<file path="src/rtl/isqrt_pkg.sv">
// Purpose : shared types and width helpers for the sequential integer square root.
// Latency : n/a (declarations only).
// Backpr. : n/a (declarations only).
package isqrt_pkg;

  typedef enum logic [1:0] {
    IDLE = 2'd0,
    CALC = 2'd1,
    DONE = 2'd2
  } state_t;

  // Root width is half the radicand width.
  function automatic int out_w_of(input int in_w);
    return in_w / 2;
  endfunction

  // Reported remainder spans 0..2*root, one bit wider than the root.
  function automatic int rem_w_of(input int out_w);
    return out_w + 1;
  endfunction

  // Iteration counter holds OUT_W-1 down to 0; keep at least one bit.
  function automatic int cnt_w_of(input int out_w);
    return (out_w > 1) ? $clog2(out_w) : 1;
  endfunction

  localparam int DEF_IN_W  = 14;
  localparam int DEF_OUT_W = out_w_of(DEF_IN_W);
  localparam int DEF_REM_W = rem_w_of(DEF_OUT_W);
  localparam int DEF_CNT_W = cnt_w_of(DEF_OUT_W);

endpackage

</file>
<file path="src/rtl/isqrt_step.sv">
// Purpose : one restoring digit step of the square root (combinational).
// Latency : 0 cycles.
// Backpr. : none; pure function of its inputs.
// Ports   : rem_p/root_p = partial remainder/root, next2bits = next radicand
//           digit pair; rem_n/root_n = updated partial remainder/root.
module isqrt_step #(
  parameter int OUT_W = 7
) (
  input  logic [OUT_W+1:0] rem_p,
  input  logic [OUT_W-1:0] root_p,
  input  logic [1:0]       next2bits,
  output logic [OUT_W+1:0] rem_n,
  output logic [OUT_W-1:0] root_n
);

  localparam int RP_W = OUT_W + 2;

  logic [RP_W+1:0] dividend;
  logic [RP_W-1:0] sub;
  logic [RP_W-1:0] diff;
  logic            ge;

  always_comb begin
    dividend = {rem_p, next2bits};
    sub      = {root_p, 2'b01};
    // Compare at full width so nothing is lost before the decision.
    ge       = (dividend >= {2'b00, sub});
    // When ge holds the true difference fits RP_W bits, so modular low-bit
    // subtraction gives the exact result.
    diff     = dividend[RP_W-1:0] - sub;
    rem_n    = ge ? diff : dividend[RP_W-1:0];
    root_n   = OUT_W'({root_p, ge});
  end

endmodule

</file>
<file path="src/rtl/isqrt_seq.sv">
// Purpose : sequential unsigned integer square root, floor root + remainder.
// Latency : OUT_W cycles from accept edge to out_valid; II = OUT_W+2 cycles.
// Backpr. : result held in DONE until out_ready; in_ready low while busy, no input buffering.
// Ports   : clk, rst_n (async active-low); in_valid/in_ready/radicand input
//           handshake; out_valid/out_ready/root/rem result handshake.
// Option  : define ISQRT_ROUND_EN to round root to nearest (saturating at
//           2^OUT_W-1); rem stays floor-based.
module isqrt_seq
  import isqrt_pkg::*;
#(
  parameter  int IN_W  = DEF_IN_W,
  localparam int OUT_W = IN_W / 2
) (
  input  logic             clk,
  input  logic             rst_n,
  input  logic             in_valid,
  output logic             in_ready,
  input  logic [IN_W-1:0]  radicand,
  output logic             out_valid,
  input  logic             out_ready,
  output logic [OUT_W-1:0] root,
  output logic [OUT_W:0]   rem
);

  localparam int RP_W  = OUT_W + 2;
  localparam int CNT_W = cnt_w_of(OUT_W);

  state_t           state_q, state_d;
  logic [CNT_W-1:0] cnt_q, cnt_d;
  logic [IN_W-1:0]  sh_q, sh_d;
  logic [RP_W-1:0]  rem_q, rem_d;
  logic [OUT_W-1:0] root_q, root_d;

  logic [RP_W-1:0]  step_rem;
  logic [OUT_W-1:0] step_root;
  logic             rem_msb_unused;

  isqrt_step #(.OUT_W(OUT_W)) u_step (
    .rem_p     (rem_q),
    .root_p    (root_q),
    .next2bits (sh_q[IN_W-1 -: 2]),
    .rem_n     (step_rem),
    .root_n    (step_root)
  );

  always_comb begin
    state_d = state_q;
    cnt_d   = cnt_q;
    sh_d    = sh_q;
    rem_d   = rem_q;
    root_d  = root_q;
    case (state_q)
      IDLE: begin
        if (in_valid) begin
          sh_d    = radicand;
          rem_d   = '0;
          root_d  = '0;
          cnt_d   = CNT_W'(OUT_W - 1);
          state_d = CALC;
        end
      end
      CALC: begin
        sh_d   = sh_q << 2;
        rem_d  = step_rem;
        root_d = step_root;
        cnt_d  = cnt_q - 1'b1;
        if (cnt_q == '0) begin
          cnt_d   = '0;
          state_d = DONE;
`ifdef ISQRT_ROUND_EN
          // x >= (r+0.5)^2 reduces to rem > r for integers.
          if ((step_rem > {2'b00, step_root}) && (step_root != '1)) begin
            root_d = step_root + 1'b1;
          end
`endif
        end
      end
      DONE: begin
        if (out_ready) begin
          state_d = IDLE;
        end
      end
      default: state_d = IDLE;
    endcase
  end

  always_ff @(posedge clk or negedge rst_n) begin
    if (!rst_n) begin
      state_q <= IDLE;
      cnt_q   <= '0;
      sh_q    <= '0;
      rem_q   <= '0;
      root_q  <= '0;
    end else begin
      state_q <= state_d;
      cnt_q   <= cnt_d;
      sh_q    <= sh_d;
      rem_q   <= rem_d;
      root_q  <= root_d;
    end
  end

  // Final remainder never exceeds 2*root, so the internal guard bit is not reported.
  assign rem_msb_unused = rem_q[RP_W-1];

  assign in_ready  = (state_q == IDLE);
  assign out_valid = (state_q == DONE);
  assign root      = root_q;
  assign rem       = rem_q[OUT_W:0];

endmodule

</file>
<file path="config.mk">
export PLATFORM = sky130hd
export DESIGN_NAME = isqrt_seq
export DESIGN_NICKNAME = d
export VERILOG_FILES = /design/src/rtl/isqrt_pkg.sv /design/src/rtl/isqrt_step.sv /design/src/rtl/isqrt_seq.sv
export SDC_FILE = /design/constraint.sdc
export NUM_CORES = 1
export LEC_CHECK = 0
export BUFFER_PORTS_ARGS = -buffer_cell sky130_fd_sc_hd__buf_2
export CORE_UTILIZATION = 55
export CTS_CLUSTER_DIAMETER = 50
export DETAILED_ROUTE_END_ITERATION = 10
export PLACE_DENSITY = 0.78
export REMOVE_ABC_BUFFERS = 1
export SLEW_MARGIN = 25
export SYNTH_ARGS = -nofsm -noshare
export SYNTH_HDL_FRONTEND = slang
export SYNTH_SLANG_ARGS = --single-unit
</file>
<file path="constraint.sdc">
create_clock -name clk -period 3 [get_ports clk]
set_input_delay 0.6 -clock clk [delete_from_list [all_inputs] [get_ports clk]]
set_output_delay 0.6 -clock clk [all_outputs]
set_load 0.005 [all_outputs]
</file>
### After elaboration in Yosys (flattened, before gate mapping)

Index checks and enable logic that the tools add are counted.

* register bits: 35
* word-level logic and storage cells: 32
* input port bits: 18

* add/subtract/negate cells: 2
* reduce and logical (&&, ||, !) cells: 5
* multiplexer cells: 14
* magnitude comparators: 1
* eq/ne operators: 5

Operators with widths (count)
* case mux 14 bit (2 select lines): 1
* two-way mux 9 bit: 2
* case mux 9 bit (2 select lines): 1
* two-way mux 14 bit: 1
* case mux 7 bit (2 select lines): 1
* greater-or-equal comparator 11 x 9 -> 1 bit: 1
* subtractor 9 bit: 1
* two-way mux 7 bit: 1
* two-way mux 2 bit: 3
* two-way mux 3 bit: 2
* case mux 2 bit (3 select lines): 1
* case mux 3 bit (2 select lines): 1
* != test 2 bit, second input constant: 2
* zero test 3 bit: 1
* AND reduction 3 bit: 1
* subtractor 3 x 1 -> 3 bit, second input constant: 1
* == test 2 x 1 -> 1 bit, second input constant: 1
* == test 2 bit, second input constant: 1
* zero test 2 bit: 1
* != test 2 x 1 -> 1 bit, second input constant: 1
* AND reduction 2 bit: 1
* nonzero test 2 bit: 1

### Longest topological paths before layout

* depth after elaboration: 3
* depth in mapped cells: 8
* mapped depth without buffers: 7

### Modules after synthesis

Synthesis repeated with hierarchy kept, for this count alone.

* cell total of the unflattened synthesis: 220
* area, all modules: 2269.7 um2

Modules (own cells, without submodules)
* isqrt_seq: times used 1, cells an instance 144, sequential area each 875.8 um2, area each 1676.6 um2
* isqrt_step: times used 1, cells an instance 76, sequential area each 0.0 um2, area each 593.1 um2

### Worst setup path after synthesis

Ideal clock, no wire load.

* path kind: flip-flop to flip-flop
* from: reg root_q[3] (netlist: root[3])
* to: reg rem_q[5]
* cell stages (with the launch flop): 9
* period minus slack after synthesis: 2175 ps
* data arrival time: 2048 ps
* slack: 825 ps
* path buffers: 1
* cell sequence: dfrtp_1 -> inv_1 -> ha_1 -> nand4_1 -> o21bai_1 -> a2111oi_2 -> clkbuf_1 -> a211oi_1 -> a311o_1

* longest elaborated chain between the ends: 3

Ends and longest elaborated chain
* from (decl): RTL line isqrt_seq.sv:32 `logic [OUT_W-1:0] root_q, root_d;`
* from (signal assigned): RTL line isqrt_seq.sv:99 `root_q <= root_d;`
* subtractor 9 bit / greater-or-equal comparator 11 x 9 -> 1 bit (equally long branches): RTL line isqrt_step.sv:30, isqrt_step.sv:27
* two-way mux 9 bit (*): RTL line isqrt_step.sv:31 `rem_n = ge ? diff : dividend[RP_W-1:0];`
* case mux 9 bit (2 select lines) (*): RTL line isqrt_seq.sv:52 `case (state_q)`
* to (signal assigned): RTL line isqrt_seq.sv:98 `rem_q <= rem_d;`
* to (decl): RTL line isqrt_seq.sv:31 `logic [RP_W-1:0] rem_q, rem_d;`

Mark *: on every way between the ends. The rest lies on a longest branch, timed or not.
A chain may end at the register's enable or synchronous reset.

### Final worst setup path

* from: reg rem_q[2]
* to: reg rem_q[5]

* longest elaborated chain between the ends: 3

Ends and longest elaborated chain (RTL line)
* subtractor 9 bit / greater-or-equal comparator 11 x 9 -> 1 bit (equally long branches): isqrt_step.sv:30, isqrt_step.sv:27
* two-way mux 9 bit (*): isqrt_step.sv:31
* case mux 9 bit (2 select lines) (*): isqrt_seq.sv:52

Marked as above.

==> impl_metrics.json <==
{
  "seq_area_frac_synth_pct": 42.02,
  "synth-compound-area-share_pct": 24.67,
  "r2r-start": "rem_q[2]",
  "cp_cell_sequence": "ha_1 -> nor2_1 -> a2111oi_4 -> o2111ai_1 -> buf_4 -> and2_1 -> a311o_1",
  "io_pins": 35,
  "cts_setup_buffers": 0,
  "grt_overflow_total": 0,
  "grtUsageTotal_pct": 24.89,
  "layout.cells.most_common": "dfrtp_1",
  "yosys-top-cells-area": "dfrtp_1, ha_1, o21ai_0",
  "fp.dieH_um": 63.56,
  "syn_area_mm2": 0.002084,
  "finalHoldWorstSlack_ps": 383.3,
  "grt_pass1_wl_um": 7700,
  "drc": 0,
  "crit_slowest_cell": "dfrtp_1",
  "synth_top_area_share_pct": 42.02,
  "post_cts_resized": 0,
  "rsz0062_at_grt": "false",
  "path_clk_slew_ps": 70,
  "swShare_pct": 46.00,
  "fp-row-count": 22,
  "grt_max_degree": 36,
  "synth_top_cell_by_area": "dfrtp_1",
  "clkLatencyLatePin_ps": 290,
  "grt_pass1_vias": 1670,
  "critPathBufInv": 1,
  "antenna_found_initial": 0,
  "drt_first_iter_violations": 83,
  "hold_class": "in -> async",
  "reg2regPathDepth": 7,
  "wl_per_cell_um": 15.19,
  "insertedDiodeCount": 0,
  "critPathRequiredTime_ps": 3170,
  "synth-seq-cells": 35,
  "drv_slew": 0,
  "fp.dieW_um": 63.56,
  "worst-setup-path-type": "reg -> reg",
  "combPwrFrac_pct": 58.4,
  "startpoint": "rem_q[2]",
  "endpoint_kind": "flip-flop",
  "p_clk_share_pct": 11.3,
  "finalSetupTns_ps": 0,
  "htreeDepth": 2,
  "gp_congestion": 0.9230,
  "cts_tree": "done",
  "fin_skew_ps": 6.779,
  "synth_top_family_by_area": "compound AO/OA/AOI/OAI gates",
  "fin_nets": 279,
  "path_delay_family": "compound AO/OA/AOI/OAI gates",
  "fin_crit_sh_pct": 79.58,
  "cts.sinks": 35,
  "synth_cells": 226,
  "yosys.area_share.adder_pct": 6.603,
  "dp_hpwl_um": 3233,
  "worst_ep_arrival_time_ps": 2560,
  "synth-xor-area-share_pct": 2.101,
  "cellPowerDensity_mw_per_mm2": 1263,
  "max_slew_margin_pct": 48.84,
  "dieArea_mm2": 0.004040,
  "fp.coreArea_mm2": 0.003661,
  "crit_path_max_fanout": 11,
  "finalCriticalPeriod_ps": 2387,
  "ant_nets": 0,
  "yosys.area_share.simple_pct": 15.79,
  "syn_avg_cell_area_um2": 9.223,
  "viasPerCell": 5.843,
  "outcome": "finished clean",
  "crit_path_start_kind": "flip-flop",
  "drive_above_1_share_pct": 19.12,
  "synth_mux_area_share_pct": 0.4802,
  "fmax_mhz": 418.9,
  "setup_violations": 0,
  "drt_wl_total_um": 4542,
  "cpPeakStageDelay_ps": 420,
  "io_buffer_count": 34,
  "synth.distinct_cells": 41,
  "initial_core_util_pct": 56.94,
  "ir_worst_vdd_mv": 0.5947,
  "cts_root_buf": "clkbuf_8",
  "drt-pass1-iter-count": 4,
  "route.vias.total": 1747,
  "numCtsBuffers": 5,
  "maxCapViolCount": 0,
  "final_cell_mix": "dfrtp_1, buf_2, o21ai_0",
  "power_frac_seq_pct": 30.3,
  "p_switching_mw": 1.345,
  "ys_warn_count": 0,
  "final_hold_viol_count": 0,
  "clockBufferDepth": 2,
  "cp.depth": 7,
  "syn_to_final_growth_pct": 11.10,
  "p_leak_nw": 1.064,
  "cts_hold_buf": 0,
  "worstMarginPinSlew_ps": 767.4,
  "p_int_mw": 1.579
}
logic make-up after synthesis:
family | after synthesis
flip-flops | 35
buffers and inverters | 36
AO/OA/AOI/OAI | 73
multiplexers | 1
AND/OR/NAND/NOR | 65
XOR/XNOR | 5
adder cells (fa/ha/maj) | 11
per-layer routing:
layer / routed length, um / vias up / GRT usage, % / share of wire [%]
li1: - / 847 / - / -
met1: 2065 / 837 / 30.71 / 45
met2: 2225 / 53 / 40.69 / 49
met3: 178 / 10 / 7.065 / 3.9
met4: 73 / 0 / 9.943 / 1.6
met5: 0 / - / 0 / 0
synthesized netlist by cell type (all sizes together):
library cell / number
o211ai: 1
a22o: 3
nand3: 2
mux2i: 1
inv: 14
a311o: 2
and2: 5
nand2: 20
nor2: 9
a211oi: 4
a41o: 1
nor2b: 11
a2111oi: 3
nor4: 1
buf: 10
and3: 3
a21boi: 1
a22oi: 11
o311ai: 3
ha: 11
nand2b: 4
and3b: 1
clkbuf: 12
a221oi: 1
o2111ai: 1
a21o: 1
o21bai: 2
o31ai: 4
nand4: 5
dfrtp: 35
a21oi: 11
a41oi: 2
xnor2: 3
xor2: 2
o21ai: 22
nor3: 4
registers in the layout, summed over array words and instances, names as in the netlist:
signal and count:
sh_q 14, rem_q 9, root 7, cnt_q 3
state_q 2
worst paths after layout:
kind                             to  slack, ps
setup reg to reg           rem_q[5]        610
setup / recovery           rem_q[5]        610
hold reg to reg             sh_q[3]        490
min in group clk            sh_q[3]        490
max in group asynchronous   sh_q[3]       2130
hold / removal              root[4]        380
power by group through the flow:
stage / clock network (mW) / logic, mW / registers (mW)
2_1_floorplan: 0 / 1.19 / 0.862
5_1_grt: 0.368 / 1.88 / 0.915
6_report: 0.331 / 1.71 / 0.886
3_3_place_gp: 0 / 1.67 / 0.884
4_1_cts: 0.340 / 1.70 / 0.884
3_5_place_dp: 0 / 1.69 / 0.890
stage by stage:
step	power [mW]	util [%]	std cells	worst slack [ps]	cell area, um2
after floorplan	2.048	-	204	639.1	1963
after global placement	2.553	61.04	291	736.0	2235
after detailed placement	2.583	61.04	291	664.4	2235
after CTS	2.920	63.26	299	645.6	2316
after global routing	3.165	63.26	299	525.9	2316
final	2.925	63.26	299	612.6	2316
final cells by class:
cell class / instances / area [um2]
repair buffers: 39 / 207.7
flip-flops and latches: 35 / 875.8
clock buffers: 7 / 76.32
multi-input cells: 155 / 1039
well taps: 48 / 60.06
fillers: 328 / 1345
clock inverters: 1 / 5.005
inverters: 14 / 52.55
Power figures use the tool's default switching activity.
